$ cat src/rtl/ps2_scancode_decoder.sv
// ps2_scancode_decoder
//
// Turns parity-tagged PS/2 set-2 scan bytes into ASCII characters. The
// decoder tracks the F0 (break) and E0 (extended) prefixes, keeps the
// left/right shift state (and optionally caps lock), and maps make codes for
// letters, digits, space, enter and backspace to ASCII. Decoded characters
// go into a show-ahead FIFO that the consumer drains with a valid/ready
// handshake.
//
// Optional feature macro: PS2_DEC_CAPSLOCK_EN
//   defined   - make code 0x58 toggles caps_lock, and caps_lock flips letter case
//   undefined - 0x58 is an ordinary unmapped code and caps_lock is tied low
//
// Parameters:
//   FIFO_DEPTH   output FIFO entries (power of two, >= 2)
//   CNT_W        width of fifo_count
//
// Ports:
//   clk           system clock, everything on its rising edge
//   rst           synchronous active-high reset
//   scan_code_p   [7:0] scan byte, [8] odd-parity bit
//   valid         one-cycle strobe qualifying scan_code_p
//   ascii         FIFO head character, 0x00 when empty
//   ascii_valid   FIFO not empty
//   ascii_ready   consumer takes the head entry when ascii_valid is high
//   parity_err    one-cycle pulse after a byte with bad parity
//   overflow      sticky: a character was dropped on a full FIFO
//   shift_active  either shift key held
//   caps_lock     caps-lock toggle state
//   fifo_count    number of entries in the FIFO

module ps2_scancode_decoder #(
    parameter int FIFO_DEPTH = 4,
    parameter int CNT_W      = $clog2(FIFO_DEPTH) + 1
) (
    input  logic             clk,
    input  logic             rst,
    input  logic [8:0]       scan_code_p,
    input  logic             valid,
    output logic [7:0]       ascii,
    output logic             ascii_valid,
    input  logic             ascii_ready,
    output logic             parity_err,
    output logic             overflow,
    output logic             shift_active,
    output logic             caps_lock,
    output logic [CNT_W-1:0] fifo_count
);

    localparam int PTR_W = (FIFO_DEPTH > 1) ? $clog2(FIFO_DEPTH) : 1;

    localparam logic [7:0] CODE_BRK    = 8'hF0;
    localparam logic [7:0] CODE_EXT    = 8'hE0;
    localparam logic [7:0] CODE_LSHIFT = 8'h12;
    localparam logic [7:0] CODE_RSHIFT = 8'h59;
`ifdef PS2_DEC_CAPSLOCK_EN
    localparam logic [7:0] CODE_CAPS   = 8'h58;
`endif

    typedef enum logic [1:0] {
        IDLE,
        BRK,
        EXT,
        EXT_BRK
    } state_t;

    state_t state_q, state_d;

    logic lshift_q, lshift_d;
    logic rshift_q, rshift_d;
    logic caps_eff;
`ifdef PS2_DEC_CAPSLOCK_EN
    logic caps_q, caps_d;
`endif

    // One-stage decode pipeline between the byte input and the FIFO
    logic       pend_valid_q, pend_valid_d;
    logic [7:0] pend_char_q, pend_char_d;
    logic       perr_q, perr_d;

    logic [7:0] scan_byte;
    logic       parity_ok;

    logic       map_hit;
    logic [7:0] map_char;
    logic       letter_hit;
    logic [7:0] letter_lc;
    logic       upper_sel;

    logic [7:0]       mem [FIFO_DEPTH];
    logic [PTR_W-1:0] wr_ptr_q;
    logic [PTR_W-1:0] rd_ptr_q;
    logic [CNT_W-1:0] count_q;
    logic             overflow_q;
    logic             fifo_empty;
    logic             fifo_full;
    logic             pop;
    logic             push_ok;
    logic             push_drop;

    assign scan_byte = scan_code_p[7:0];
    // Odd parity: the nine bits together must XOR to one
    assign parity_ok = ^scan_code_p;

`ifdef PS2_DEC_CAPSLOCK_EN
    assign caps_eff = caps_q;
`else
    assign caps_eff = 1'b0;
`endif

    assign upper_sel = (lshift_q | rshift_q) ^ caps_eff;

    // Letter lookup: set-2 make code to lowercase ASCII
    always_comb begin
        letter_hit = 1'b1;
        letter_lc  = 8'h00;
        case (scan_byte)
            8'h1C: letter_lc = "a";
            8'h32: letter_lc = "b";
            8'h21: letter_lc = "c";
            8'h23: letter_lc = "d";
            8'h24: letter_lc = "e";
            8'h2B: letter_lc = "f";
            8'h34: letter_lc = "g";
            8'h33: letter_lc = "h";
            8'h43: letter_lc = "i";
            8'h3B: letter_lc = "j";
            8'h42: letter_lc = "k";
            8'h4B: letter_lc = "l";
            8'h3A: letter_lc = "m";
            8'h31: letter_lc = "n";
            8'h44: letter_lc = "o";
            8'h4D: letter_lc = "p";
            8'h15: letter_lc = "q";
            8'h2D: letter_lc = "r";
            8'h1B: letter_lc = "s";
            8'h2C: letter_lc = "t";
            8'h3C: letter_lc = "u";
            8'h2A: letter_lc = "v";
            8'h1D: letter_lc = "w";
            8'h22: letter_lc = "x";
            8'h35: letter_lc = "y";
            8'h1A: letter_lc = "z";
            default: letter_hit = 1'b0;
        endcase
    end

    // Full character map. Letters pick their case from shift XOR caps;
    // digits and control characters ignore modifiers.
    always_comb begin
        map_hit  = 1'b1;
        map_char = 8'h00;
        if (letter_hit) begin
            map_char = upper_sel ? (letter_lc - 8'h20) : letter_lc;
        end else begin
            case (scan_byte)
                8'h45: map_char = "0";
                8'h16: map_char = "1";
                8'h1E: map_char = "2";
                8'h26: map_char = "3";
                8'h25: map_char = "4";
                8'h2E: map_char = "5";
                8'h36: map_char = "6";
                8'h3D: map_char = "7";
                8'h3E: map_char = "8";
                8'h46: map_char = "9";
                8'h29: map_char = 8'h20;
                8'h5A: map_char = 8'h0D;
                8'h66: map_char = 8'h08;
                default: map_hit = 1'b0;
            endcase
        end
    end

    // Prefix FSM and modifier tracking. A bad-parity byte abandons any
    // half-received prefix so the next good byte starts from scratch.
    always_comb begin
        state_d      = state_q;
        lshift_d     = lshift_q;
        rshift_d     = rshift_q;
`ifdef PS2_DEC_CAPSLOCK_EN
        caps_d       = caps_q;
`endif
        pend_valid_d = 1'b0;
        pend_char_d  = 8'h00;
        perr_d       = 1'b0;
        if (valid) begin
            if (!parity_ok) begin
                perr_d  = 1'b1;
                state_d = IDLE;
            end else begin
                case (state_q)
                    IDLE: begin
                        if (scan_byte == CODE_BRK) begin
                            state_d = BRK;
                        end else if (scan_byte == CODE_EXT) begin
                            state_d = EXT;
                        end else if (scan_byte == CODE_LSHIFT) begin
                            lshift_d = 1'b1;
                        end else if (scan_byte == CODE_RSHIFT) begin
                            rshift_d = 1'b1;
`ifdef PS2_DEC_CAPSLOCK_EN
                        end else if (scan_byte == CODE_CAPS) begin
                            caps_d = ~caps_q;
`endif
                        end else if (map_hit) begin
                            pend_valid_d = 1'b1;
                            pend_char_d  = map_char;
                        end
                    end
                    BRK: begin
                        if (scan_byte == CODE_LSHIFT) begin
                            lshift_d = 1'b0;
                        end
                        if (scan_byte == CODE_RSHIFT) begin
                            rshift_d = 1'b0;
                        end
                        state_d = IDLE;
                    end
                    EXT: begin
                        // Extended keys (arrows etc.) have no ASCII meaning here
                        state_d = (scan_byte == CODE_BRK) ? EXT_BRK : IDLE;
                    end
                    EXT_BRK: begin
                        state_d = IDLE;
                    end
                    default: begin
                        state_d = IDLE;
                    end
                endcase
            end
        end
    end

    // Decoder state register: FSM, modifiers and the pending character
    always_ff @(posedge clk) begin
        if (rst) begin
            state_q      <= IDLE;
            lshift_q     <= 1'b0;
            rshift_q     <= 1'b0;
`ifdef PS2_DEC_CAPSLOCK_EN
            caps_q       <= 1'b0;
`endif
            pend_valid_q <= 1'b0;
            pend_char_q  <= 8'h00;
            perr_q       <= 1'b0;
        end else begin
            state_q      <= state_d;
            lshift_q     <= lshift_d;
            rshift_q     <= rshift_d;
`ifdef PS2_DEC_CAPSLOCK_EN
            caps_q       <= caps_d;
`endif
            pend_valid_q <= pend_valid_d;
            pend_char_q  <= pend_char_d;
            perr_q       <= perr_d;
        end
    end

    assign fifo_empty = (count_q == '0);
    assign fifo_full  = (count_q == CNT_W'(FIFO_DEPTH));
    assign pop        = !fifo_empty && ascii_ready;
    // A full FIFO still takes the push when the head leaves in the same cycle
    assign push_ok    = pend_valid_q && (!fifo_full || pop);
    assign push_drop  = pend_valid_q && fifo_full && !pop;

    // FIFO storage; contents need no reset because count gates visibility
    always_ff @(posedge clk) begin
        if (push_ok) begin
            mem[wr_ptr_q] <= pend_char_q;
        end
    end

    // FIFO pointers, occupancy and the sticky overflow flag. Pointers are
    // exactly log2(depth) bits wide so they wrap on their own.
    always_ff @(posedge clk) begin
        if (rst) begin
            wr_ptr_q   <= '0;
            rd_ptr_q   <= '0;
            count_q    <= '0;
            overflow_q <= 1'b0;
        end else begin
            if (push_ok) begin
                wr_ptr_q <= wr_ptr_q + PTR_W'(1);
            end
            if (pop) begin
                rd_ptr_q <= rd_ptr_q + PTR_W'(1);
            end
            if (push_ok && !pop) begin
                count_q <= count_q + CNT_W'(1);
            end else if (pop && !push_ok) begin
                count_q <= count_q - CNT_W'(1);
            end
            if (push_drop) begin
                overflow_q <= 1'b1;
            end
        end
    end

    assign ascii        = fifo_empty ? 8'h00 : mem[rd_ptr_q];
    assign ascii_valid  = !fifo_empty;
    assign fifo_count   = count_q;
    assign overflow     = overflow_q;
    assign parity_err   = perr_q;
    assign shift_active = lshift_q | rshift_q;
    assign caps_lock    = caps_eff;

endmodule
$ cat config.mk
export PLATFORM = sky130hd
export DESIGN_NAME = ps2_scancode_decoder
export DESIGN_NICKNAME = d
export VERILOG_FILES = /design/src/rtl/ps2_scancode_decoder.sv
export SDC_FILE = /design/constraint.sdc
export NUM_CORES = 1
export LEC_CHECK = 0
export CAP_MARGIN = 10
export CORE_AREA = 2 2 79 89
export DETAILED_ROUTE_END_ITERATION = 16
export DIE_AREA = 0 0 81 91
export GPL_ROUTABILITY_DRIVEN = 0
export PLACE_DENSITY = 0.7
export SYNTH_ARGS = -nofsm -noshare
export SYNTH_HDL_FRONTEND = slang
export SYNTH_SLANG_ARGS = --single-unit
$ cat constraint.sdc
create_clock -name clk -period 3.1 [get_ports clk]
set_input_delay 0.775 -clock clk [delete_from_list [all_inputs] [get_ports clk]]
set_output_delay 0.775 -clock clk [all_outputs]
set_load 0.005 [all_outputs]
* Yosys cells after proc, flatten, opt, wreduce, memory -nomap -nowiden
Memories as Yosys holds them, arrays and structs flattened. A register that Yosys moved wholly into a read port is not among the register bits.
Cells that the tools add are included.
** Operators by class
- Add/subtract/negate cells :: 5
- Eq/ne operators :: 55
- Mux-type cells :: 32
- Bitwise gates (word level) :: 5
- Reduce and logical (&&, ||, !) cells :: 25
** Operators with widths (number)
- $eq A8 B6 Y1 const B :: 23
- $pmux W7 S26 :: 1
- $eq A8 B7 Y1 const B :: 10
- $pmux W6 S13 :: 1
- $eq A8 B5 Y1 const B :: 8
- $reduce_or A26 Y1 :: 1
- $mux W8 :: 3
- $eq A8 B8 Y1 const B :: 2
- $mux W1 :: 16
- $ne A2 B2 Y1 const B :: 7
- $reduce_or A13 Y1 :: 1
- $mux W2 :: 6
- $reduce_or A9 Y1 :: 1
- $reduce_xor A9 Y1 :: 1
- $reduce_and A8 Y1 :: 1
- $reduce_or A8 Y1 :: 1
- $sub A8 B6 Y8 const B :: 1
- $reduce_and A7 Y1 :: 1
- $logic_and A1 B1 Y1 :: 6
- $mux W3 :: 2
- $pmux W2 S3 :: 1
- $add A2 B1 Y2 const B :: 2
- $eq A2 B2 Y1 const B :: 2
- $logic_not A1 Y1 :: 4
- other kinds (14) :: 20
** Storage, ports and cells
- Register bits after elaboration :: 22
- Bits in writable memories :: 32
- Input bits :: 13
- Output and inout bits :: 16
- Logic and storage cells :: 133
- Memories :: 1
** Memories
- mem :: words 4, bits a word 8, rd ports 1, clocked after memory_dff 1, write ports 1, RTL line 90 : logic [7:0] mem [FIFO_DEPTH];

* Depth between registers and ports, before layout
Gate-level depths: netlist of run 1.
- Word-level depth :: 9
- Mapped depth :: 11
- Mapped depth without buffers :: 9

* Worst setup path after synthesis of run 1
No wires, ideal clock.
- Kind :: input to register
- Start :: input port scan_code_p[1]
- End :: register pend_char_q[5]
- Setup time :: 127 ps
- Arrival time :: 2436 ps
- Data required time :: 2973 ps
- Slack :: 537 ps
- Stages :: 10
- Buffers on the path :: 1
- Path through :: inv_1 > ha_1 > buf_6 > a22oi_1 > o22ai_1 > and4bb_4 > and2_1 > ha_1 > a21oi_1 > a211oi_2
** On the way
- Cells in the longest elaborated chain, start to end :: 6
- Elaborated cells on any way between the ends :: 57
- Classes of those cells :: add/sub (1); eq/ne (43); mux (7); bitwise (2); reduce/logical (4)
** RTL lines
- start, declared :: RTL line 38 : input logic [8:0] scan_code_p,
- branches (longest 6 deep; another with $sub A8 B6 Y8)
- end signal, assigned :: RTL line 255 : pend_char_q <= pend_char_d;
- end, declared :: RTL line 78 : logic [7:0] pend_char_q, pend_char_d;
Parallel ways; which one is timed is not known.
A chain may end at the register's enable or synchronous reset.

* Worst setup path after layout of run 1
- Start :: input port scan_code_p[2]
- End :: register pend_char_q[5]
The elaborated chain is that of the path after synthesis.

==> flow_summary.toml, run 1 <==
[critical_path]
start_kind = "primary input"
worstPathArrival_ns = 3.09
slowest_delay_ns = 0.50
crit_slowest_cell = "clkdlybuf4s50_1"
end_kind = "flip-flop"
rrSetupSlack_ns = 0.66
worst-path-max-fanout = 7
path_cells = "clkdlybuf4s50_1, inv_1, ha_1, o21ai_0, a21oi_1, and4bb_4, and2_1, ha_1, a21oi_1, a211oi_2"
critPathRequiredTime_ns = 3.30
crit_type = "in -> reg"

[clocking]
h-tree-depth = 2
cts_resized = 0
cts_tree = "yes"
clk_pin_slew_ns = 0.09
cts-buffers-inserted = 5
postCtsSetupRepairBufs = 0
clk_latency_ns = 0.30
cts_buffer_depth = 2
cts_hold_buf = 0
clock-sinks = 56
clock-root-buffer = "clkbuf_8"

[sta]
skew_ns = 0.00745
timing.final.ws_setup_ns = 0.214
max_freq_mhz = 346
worst_slew_pin_slew_ns = 0.487
setup_viol = 0
period_needed_ns = 2.89
hold_violations = 0
slew_headroom = 0.667
period_share = 0.931
rsz0062_at_grt = "false"
maxSlewViolCount = 0

[synth]
synth_warnings = 0
yosys.cell_types.count = 67
synth_area_per_cell_um2 = 11.4
synth_edf_count = 32
yosysSeqAreaShare = 0.448
synth_ff_type = "edfxtp_1"
synth_area_um2 = 3220
synth_seq_cells = 56
synthArstFlopShare = 0
syn_inst = 281

[drt]
vias = 2367
dr.pass1.iters = 4
drtIter0Drc = 100
via_per_inst = 5.61
drc = 0
drt-wirelength-per-cell_um = 15.3
drt_wl_total_um = 6440
postRouteAntennaNets = 0

[place]
hpwl_um = 4980
placed_cells = 414
place_area_um2 = 3770
io_buffers = 27
dp_slack_ns = -0.0910

[cells_and_area]
filler_cell_count = 563
stdcell_area_um2 = 3910
syn_to_final_growth_pct = 21.5
seqCellArea_um2 = 1440
multi_input_area_um2 = 1610
final_cells = 422
nNetsFinal = 374
insertedDiodeCount = 0
drive_above_1_share = 0.218

[floorplan]
die_h_um = 91
core_area_um2 = 6440
fp.dieW_um = 81
dieArea_um2 = 7370
start_util = 0.500
io_pins = 29
rows = 31

[min_path]
worstHoldPathType = "reg -> reg"

[power]
combPwrFrac = 0.256
p_int_mw = 1.39
clkPwrFrac = 0.294
p_leak_nw = 1.48
swShare = 0.257
irDropWorstVdd_mv = 0.318
power_switching_mw = 0.479
power_frac_seq = 0.449
power.density_nw_per_um2 = 478

[global_route]
grt_max_degree = 18
antenna_found_initial = 0
grt_pass1_vias = 2342
grt_pass1_wl_um = 10500
grt_overflow = 0
track_usage = 0.182

[run_status]
status = "completed"

[run]
maxCapViolCount = 0
-- registers in the layout, indices dropped and copies added, names as in the netlist, named ones only --
register      count
wr_ptr_q          2
rshift_q          1
state_q           2
fifo_count        3
parity_err        1
lshift_q          1
pend_char_q       8
rd_ptr_q          2
mem              32
overflow          1
pend_valid_q      1
-- critical path: cells and delay by family --
family / cells / cell delay, ns
adders and majority gates: 2 / 0.51
and+or+nand+nor: 2 / 0.49
AOI/OAI and AO/OA: 4 / 0.73
buffers and inverters: 2 / 0.57
-- final cells by class --
cell class | count | area share
clock buffer | 6 | 0.0186
inverter | 15 | 0.0144
timing repair buffer | 66 | 0.144
sequential | 56 | 0.369
tap | 82 | 0.0263
clock inverter | 2 | 0.0154
multi-input combinational | 195 | 0.412
-- cells in the mapped netlist, types with 2 or more instances --
cell type / number / area [µm²]
a2111oi_0: 2 / 17.5
a211oi_2: 4 / 50.1
a21o_1: 3 / 22.5
a21oi_1: 15 / 75.1
a22oi_1: 8 / 60.1
a31oi_1: 2 / 12.5
a32o_1: 2 / 20.0
and2_1: 14 / 87.6
and3_1: 2 / 12.5
buf_2: 5 / 25.0
buf_4: 2 / 15.0
buf_6: 5 / 56.3
clkbuf_1: 4 / 15.0
dfxtp_1: 24 / 480
edfxtp_1: 32 / 961
ha_1: 21 / 263
inv_1: 15 / 56.3
mux2i_1: 2 / 20.0
mux4_2: 8 / 180
nand2_1: 23 / 86.3
nand2b_1: 2 / 12.5
nand3_1: 4 / 20.0
nand4_1: 2 / 12.5
nor2_1: 21 / 78.8
nor3_1: 3 / 15.0
o211ai_1: 3 / 22.5
o21ai_0: 6 / 30.0
o22ai_1: 3 / 18.8
or3_1: 3 / 18.8
xor2_1: 4 / 35.0
-- stage by stage --
step,hold slack [ns],utilization,setup TNS [ns],total power [mW]
floorplan,0.416,-,0,1.15
global placement,0.434,0.586,-0.0725,1.33
detailed placement,0.438,0.586,-0.101,1.34
CTS,0.454,0.607,0,1.88
global route,0.468,0.607,0,1.96
finish,0.454,0.607,0,1.87
-- cell usage in the layout, fill, tap and decap left out, types with 3 or more instances in the layout --
cell type / n
nor2_1: 21
a21oi_1: 15
edfxtp_1: 32
a22oi_1: 8
clkdlybuf4s50_1: 27
ha_1: 21
a21o_1: 3
dfxtp_1: 24
or3_1: 3
buf_4: 39
o211ai_1: 3
nand2_1: 23
clkbuf_8: 5
nand3_1: 4
a211oi_2: 4
and2_1: 14
o22ai_1: 3
nor3_1: 3
mux4_2: 8
o21ai_0: 6
inv_1: 15
xor2_1: 4
-- layer usage --
layer / global-route usage / share of wire / up-vias / routed length, µm
met4: 0.0862 / 0.036 / 0 / 229
met5: 0 / 0 / - / 0
met1: 0.203 / 0.39 / 1120 / 2540
met3: 0.0298 / 0.038 / 25 / 243
met2: 0.329 / 0.53 / 76 / 3420
li1: - / - / 1146 / -
-- cells by family (layout without fill, tap and decap cells) --
logic type,after synthesis,in the layout,synth area share
AND/OR/NAND/NOR,89,89,0.165
AO/OA/AOI/OAI,64,64,0.149
flip-flops,56,56,0.448
buffers and inverters,31,89,0.0521
adder cells (fa/ha/maj),22,22,0.0879
multiplexers,10,10,0.0622
XOR/XNOR,8,8,0.0346
other,1,2,0.00117
-- final timing paths --
| check | startpoint | to | depth (start not counted) |
|---|---|---|---|
| max | scan_code_p[2] | pend_char_q[5]$_SDFF_PP0_ | 10 |
| min | rshift_q$_SDFFE_PP0P_ | rshift_q$_SDFFE_PP0P_ | 2 |
| max reg2reg | fifo_count[0]$_SDFFE_PP0P_ | fifo_count[2]$_SDFFE_PP0P_ | 8 |
| min reg2reg | rshift_q$_SDFFE_PP0P_ | rshift_q$_SDFFE_PP0P_ | 2 |
-- power groups by stage --
stage                     registers (mW)  clock network, mW  logic (mW)
final                              0.838              0.549       0.479
after global routing               0.844              0.582       0.531
after CTS                          0.838              0.556       0.487
after detailed placement           0.855                  0       0.486
after global placement             0.854                  0       0.476
after floorplan                    0.838                  0       0.310
No activity file was read; power rests on OpenSTA's default activity.
==> run 2: changes to the inputs <==
Settings changed: TNS_END_PERCENT set to 5.
==> results of run 2 <==
No change in the layout: final DEF, timing and power equal those of run 1.
==> run 3: changes to the inputs <==
Settings changed: GPL_TIMING_DRIVEN set to 0.
==> run 3 against run 2 <==
  * Clock power shrank 30%
  * Clock skew is 0.0018 ns higher
  * Setup slack got worse by 0.067 ns
  * Register-to-register slack improved by 0.12 ns
  * Core utilization fell by 3.2 points
  * Global-route usage down 0.57 points
  * Critical endpoint unchanged
  * Largest cell class unchanged
  * Highest routed layer unchanged
==> flow_summary.toml, run 3 (synthesized netlist as in run 1, its figures left out) <==
[run_status]
status = "completed"

[global_route]
grt_pass1_wl_um = 10300
grt_max_degree = 18
grt_pass1_vias = 2218
track_usage = 0.177
antenna_found_initial = 0
grt_overflow = 0

[drt]
drt_wl_total_um = 5970
via_per_inst = 5.63
drtIter0Drc = 123
vias = 2257
dr.pass1.iters = 4
drc = 0
drt-wirelength-per-cell_um = 14.9
postRouteAntennaNets = 0

[sta]
max_freq_mhz = 339
hold_violations = 0
maxSlewViolCount = 0
setup_viol = 0
worst_slew_pin_slew_ns = 0.651
period_share = 0.953
slew_headroom = 0.555
timing.setup.tns_ns = 0
rsz0062_at_grt = "false"
period_needed_ns = 2.95
skew_ns = 0.00925

[floorplan]
dieArea_um2 = 7370
core_area_um2 = 6440
rows = 31
fp.dieW_um = 81
io_pins = 29
start_util = 0.500
die_h_um = 91

[clocking]
clock-sinks = 56
clk_latency_ns = 0.31
clock-root-buffer = "clkbuf_8"
clk_pin_slew_ns = 0.09
cts-buffers-inserted = 5
cts_hold_buf = 0
h-tree-depth = 2
cts_tree = "yes"
cts_buffer_depth = 2

[power]
p_leak_nw = 1.31
total_power_mw = 1.73
irDropWorstVdd_mv = 0.326
power.density_nw_per_um2 = 466

[critical_path]
critPathRequiredTime_ns = 3.29
end_kind = "flip-flop"
worst-path-max-fanout = 10
start_kind = "primary input"
worstPathArrival_ns = 3.15
crit_type = "in -> reg"
rr_worst_depth = 9

[run]
maxCapViolCount = 0

[cells_and_area]
insertedDiodeCount = 0
nNetsFinal = 353
final_cells = 401
filler_cell_count = 579
drive_above_1_share = 0.157
postLayoutCoreUtil = 0.575
mostFrequentLayoutCells = "edfxtp_1 (32), clkdlybuf4s50_1 (27), dfxtp_1 (24)"
syn_to_final_growth_pct = 15.1
largest_reg_flops = 32
mostFrequentLayoutCell = "edfxtp_1"
largest_register = "mem"

[min_path]
worstHoldPathType = "reg -> reg"
holdPathStages = 2

[place]
placed_cells = 391
hpwl_um = 4430
io_buffers = 27
[run 3: changes by cell type in the layout (fill, tap and decap cells not counted)]
cell | before | now
buf_6 | 0 | 5
a22oi_1 | 8 | 7
clkbuf_1 | 1 | 5
a22oi_2 | 1 | 2
clkinvlp_4 | 0 | 1
buf_2 | 0 | 5
clkinv_4 | 0 | 1
buf_4 | 39 | 4
bufinv_16 | 2 | 0
[run 3: worst paths after layout]
kind	endpoint	startpoint	slack, ns
worst min-delay path	rshift_q$_SDFFE_PP0P_	rshift_q$_SDFFE_PP0P_	0.45
worst max register to register	fifo_count[2]$_SDFFE_PP0P_	fifo_count[0]$_SDFFE_PP0P_	0.78
worst max-delay path	pend_char_q[5]$_SDFF_PP0_	scan_code_p[3]	0.15
worst min register to register	rshift_q$_SDFFE_PP0P_	rshift_q$_SDFFE_PP0P_	0.45
[run 3: final cells by class]
class,instances,area [µm²],area share
clock buffers,6,72.6,0.0196
flip-flops and latches,56,1440,0.389
repair buffers,29,285,0.0771
multi-input cells,195,1620,0.437
plain buffers,16,111,0.0301
clock inverters,2,16.3,0.00439
well taps,82,103,0.0277
inverters,15,56.3,0.0152
[run 3: where the power goes]
group	switching (mW)	total (mW)	internal, mW
logic	0.224	0.516	0.292
registers	0.0201	0.824	0.804
clock network	0.225	0.386	0.161
[run 3: metrics by stage]
stage | instance area (µm²) | worst slack [ns] | hold WS (ns)
finish | 3700 | 0.147 | 0.445
global route | 3700 | 0.00955 | 0.467
CTS | 3680 | 0.0983 | 0.447
detailed placement | 3590 | -0.236 | 0.432
global placement | 3590 | -0.194 | 0.435
floorplan | 3220 | 0.537 | 0.416
[run 3: critical path, cell delays in order]
cell,delay [ns]
clkdlybuf4s50_1,0.50
inv_1,0.07
ha_1,0.22
buf_6,0.15
a31oi_1,0.21
a211oi_1,0.11
nor4_4,0.42
and2_1,0.24
ha_1,0.24
a21oi_1,0.15
a211oi_2,0.06
[run 3: repair_timing]
action                     4_1_cts  5_1_grt
setup endpoints to repair        0        1
buffers inserted                 0        2
resized for setup                0        1
hold endpoints to repair         0        0
[run 3: routing by layer]
| metal | global-route usage | vias up | part of all wire | wire (µm) |
|---|---|---|---|---|
| met4 | 0.0636 | 0 | 0.019 | 116 |
| met2 | 0.305 | 68 | 0.53 | 3140 |
| li1 | - | 1110 | - | - |
| met3 | 0.0328 | 11 | 0.047 | 278 |
| met5 | 0 | - | 0 | 0 |
| met1 | 0.217 | 1068 | 0.41 | 2440 |
